`src/rtl/param_serializer.sv`:
```
// Parameterised N-to-1 serializer with selectable bit order, hold/pause and
// back-to-back frame reload; the captured word is kept on word_out for display.
module param_serializer #(
    parameter int unsigned WIDTH      = 16,
    parameter logic        IDLE_LEVEL = 1'b0,
    localparam int unsigned CNT_W     = $clog2(WIDTH)
) (
    input  logic             clock,
    input  logic             reset,
    input  logic             start,
    input  logic             lsb_first,
    input  logic             hold,
    input  logic [WIDTH-1:0] data_in,
    output logic             serial_out,
    output logic             serial_valid,
    output logic             busy,
    output logic             done,
    output logic [CNT_W-1:0] bit_count,
    output logic [WIDTH-1:0] word_out,
    output logic [1:0]       state
);

    localparam logic [CNT_W-1:0] LAST_BIT = CNT_W'(WIDTH - 1);

    typedef enum logic [1:0] {
        ST_IDLE   = 2'b00,
        ST_SHIFT  = 2'b01,
        ST_DONE   = 2'b10,
        ST_UNUSED = 2'b11
    } state_e;

    state_e             state_q, state_d;
    logic [WIDTH-1:0]   shreg_q, shreg_d;
    logic [WIDTH-1:0]   word_q,  word_d;
    logic [CNT_W-1:0]   cnt_q,   cnt_d;
    logic               lsb_q,   lsb_d;

    logic               load_c;
    logic               advance_c;
    logic               last_c;

    // A new frame may only be captured from IDLE or from the DONE gap cycle.
    assign load_c    = start & ((state_q == ST_IDLE) | (state_q == ST_DONE));
    assign advance_c = (state_q == ST_SHIFT) & ~hold;
    assign last_c    = (cnt_q == LAST_BIT);

    // State register
    always_ff @(posedge clock or posedge reset) begin
        if (reset) begin
            state_q <= ST_IDLE;
        end else begin
            state_q <= state_d;
        end
    end

    // Next-state logic
    always_comb begin
        state_d = state_q;
        case (state_q)
            ST_IDLE: begin
                if (start) begin
                    state_d = ST_SHIFT;
                end
            end
            ST_SHIFT: begin
                if (!hold && last_c) begin
                    state_d = ST_DONE;
                end
            end
            ST_DONE: begin
                state_d = start ? ST_SHIFT : ST_IDLE;
            end
            default: begin
                state_d = ST_IDLE;
            end
        endcase
    end

    // Datapath registers
    always_ff @(posedge clock or posedge reset) begin
        if (reset) begin
            shreg_q <= '0;
            word_q  <= '0;
            cnt_q   <= '0;
            lsb_q   <= 1'b0;
        end else begin
            shreg_q <= shreg_d;
            word_q  <= word_d;
            cnt_q   <= cnt_d;
            lsb_q   <= lsb_d;
        end
    end

    // Datapath next values: capture, shift toward the active end with zero fill
    always_comb begin
        shreg_d = shreg_q;
        word_d  = word_q;
        cnt_d   = cnt_q;
        lsb_d   = lsb_q;
        if (load_c) begin
            shreg_d = data_in;
            word_d  = data_in;
            lsb_d   = lsb_first;
            cnt_d   = '0;
        end else if (advance_c) begin
            if (lsb_q) begin
                shreg_d = {1'b0, shreg_q[WIDTH-1:1]};
            end else begin
                shreg_d = {shreg_q[WIDTH-2:0], 1'b0};
            end
            cnt_d = last_c ? '0 : cnt_q + CNT_W'(1);
        end else if (state_q != ST_SHIFT) begin
            cnt_d = '0;
        end
    end

    // Outputs: state-derived, except valid/serial which also follow hold
    always_comb begin
        serial_valid = 1'b0;
        serial_out   = IDLE_LEVEL;
        busy         = 1'b0;
        done         = 1'b0;
        bit_count    = cnt_q;
        word_out     = word_q;
        state        = state_q;
        case (state_q)
            ST_SHIFT: begin
                busy         = 1'b1;
                serial_valid = ~hold;
                if (!hold) begin
                    serial_out = lsb_q ? shreg_q[0] : shreg_q[WIDTH-1];
                end
            end
            ST_DONE: begin
                busy = 1'b1;
                done = 1'b1;
            end
            default: begin
                busy = 1'b0;
            end
        endcase
    end

endmodule
```
`config.mk`:
```
export PLATFORM = sky130hd
export DESIGN_NAME = param_serializer
export DESIGN_NICKNAME = d
export VERILOG_FILES = /design/src/rtl/param_serializer.sv
export SDC_FILE = /design/constraint.sdc
export NUM_CORES = 1
export LEC_CHECK = 0
export BUFFER_PORTS_ARGS = -buffer_cell sky130_fd_sc_hd__clkbuf_2
export CAP_MARGIN = 20
export CORE_ASPECT_RATIO = 0.9
export CORE_MARGIN = 1.5
export CORE_UTILIZATION = 53
export DETAILED_ROUTE_END_ITERATION = 8
export PLACE_DENSITY = 0.82
export SETUP_SLACK_MARGIN = 0.5
export SYNTH_ARGS = -nofsm -noshare
export SYNTH_HDL_FRONTEND = slang
export SYNTH_SLANG_ARGS = --single-unit
```
`constraint.sdc`:
```
create_clock -name clock -period 2 [get_ports clock]
set_input_delay 0.2 -clock clock [delete_from_list [all_inputs] [get_ports clock]]
set_output_delay 0.2 -clock clock [all_outputs]
set_load 0.1 [all_outputs]
```
==> metrics.txt <==
largest net degree at the start of global routing 25; Syn Nets 225; worst path arrival time 1.43 ns; RSZ-0062 raised after global routing yes; Clock Tree Root clkbuf_8; minimum clock period 1.63 ns; Post-Layout Inst Area 2740 µm²; Tcrit/Tclk final 0.817; Final nets 296; Hold Fails Final Rpt 0; top_reg_cell synth dfrtp_1; GRT Overall Usage 0.258; critical path class reg -> out; Startpoint Class flop; Non-Filler Instances 314; Worst-Margin Slew 0.620 ns; slowest stage cell, crit path dfrtp_4; detailed-route DRC error count 0; fin. max-slew vios 0; Post-synth ARST share 1.00; Yosys reg bits 39; Post-Place Cells 281; Hold Path Class in -> reg; Die ar. 4000 µm²; Clock transition at path regs 0.07 ns; final core occ 0.800; EDFF count, synth 0; Vias 1709; worst skew pair latency 0.30 ns; core area 3430 µm²; CTS Buffer Depth 2; die width 66.5 µm; Layout Skew 0.00606 ns; Max Freq 0.612 GHz; initial antenna violation count 0; Detail Route Antenna Nets 0; CP max stage delay 0.51 ns; Fin Setup TNS 0 ns; TritonCTS Sinks 39; CTS tree done; Filler cells 222; max-cap viol count 0; routed len/inst 15.4 µm; Yosys top cell by area dfrtp_1; Max FO, Critical Path 5; outcome complete, no violations; Netlist Area Pre-Place 1930 µm²; FP Rows 20; register area share after synthesis 0.507; Worst Setup End Kind output port; library cells used by synthesis 29; total global routing overflow 0; IO Pins 47; CP required 1.80 ns; CTS buffer count 5; Vias per Instance 5.44; Critical Path, Cell by Cell inv_4 > ha_4 > nand2b_4 > nor2_4 > buf_12; htree depth 2; Initial DRT Pass Iterations 4; number of global-route vias before repair 1640; area grow syn2layout 42.4%; Initial DRC Count 159; Initial Utilization 0.562; Max-slew headroom 0.586; routability cong. 0.739; Cells after Synth 198; Routed WL 4840 µm; Syn Area/Cell 9.73 µm²; Setup-failing EPs final 0; share of layout cells above drive strength 1 0.433; DPL Wire Length 2760 µm; die extent in y 60.2 µm; Synth top area share 0.507; first-pass GRT wire length 7510 µm; Syn. warnings 0; diode count 0; PortBufs 46; placed inst area 2280 µm²; synth top area cells dfrtp_1 (51%), nand2_1 (10%), nor2b_1 (5.5%)
==> cells by family (layout without fill, tap and decap cells) <==
kind of cell    count (synthesis)  after routing  share of synthesized area
mux                             3              3                     0.0162
buf+inv                        16             88                     0.0539
fa+ha+maj                       6              6                     0.0390
compound gates                 56             56                      0.193
flops                          39             39                      0.507
xor+xnor                        1              1                    0.00455
simple gates                   77             77                      0.186
==> layout make-up <==
cell class	instances	area, µm²	area share
flip-flops and latches	39	995	0.363
multi-input cells	143	936	0.341
repair buffers	76	626	0.228
clock buffers	8	100	0.0365
well taps	44	55.1	0.0201
inverters	4	30.0	0.0110
==> routing by layer <==
layer | up-vias | share of wire | GRT usage
met2 | 44 | 0.51 | 0.421
met5 | - | 0 | 0
met3 | 7 | 0.044 | 0.0810
li1 | 819 | - | -
met1 | 839 | 0.43 | 0.315
met4 | 0 | 0.019 | 0.117
==> state kept, by name, summed over array words and instances, names as in the netlist <==
name and count:
bit_count 4, state 2, word_out 16, lsb_q 1
shreg_q 16
==> cell usage in the layout (no fill, tap or decap), types with 6 or more instances in the layout <==
cell type,n
a211oi_2,7
o21ai_2,8
nor2b_1,17
buf_12,6
nand2_1,51
clkbuf_2,41
dfrtp_1,32
clkbuf_8,7
a211oi_1,7
o21ai_1,16
o21ai_0,7
buf_4,20
==> critical path: cells and delay by family, from the launching register on <==
family                   cells  cell delay, ns
flip-flops                   1            0.51
buffers and inverters        2            0.26
AND/OR/NAND/NOR              2            0.23
adder cells (fa/ha/maj)      1            0.14
==> cell usage after synthesis, drive strengths merged (2+ instances only) <==
master,instances
nand2,52
dfrtp,39
o21ai,32
nor2b,17
a211oi,14
buf,9
ha,6
a21oi,4
inv,4
nor2,4
clkbuf,3
a311oi,2
mux2i,2
==> final timing paths <==
check,depth (start not counted),slack (ns),to,start
setup / recovery,5,0.37,serial_out,state[1]
hold / removal,3,0.11,word_out[8],data_in[8]
setup reg to reg,8,0.41,word_out[15],state[0]
hold reg to reg,2,0.47,word_out[8],word_out[8]
max in group asynchronous,4,0.96,lsb_q,reset
min in group asynchronous,3,0.50,word_out[2],reset
==> through the flow <==
stage	hold WS, ns	setup slack [ns]
after global placement	0.282	0.391
after detailed placement	0.281	0.344
after floorplan	0.305	0.114
after global routing	0.107	0.322
after CTS	0.105	0.335
final	0.105	0.365
==> repair_timing <==
action,CTS,global route
resized for setup,38,8
hold buffers,1,0
hold endpoints to repair,15,0
cloned,2,0
setup endpoints to repair,36,41
pin swaps,15,3
setup buffers,14,8
Power is not shown: default switching activity piles up to over one toggle a cycle in this logic, so the estimate is an artifact.
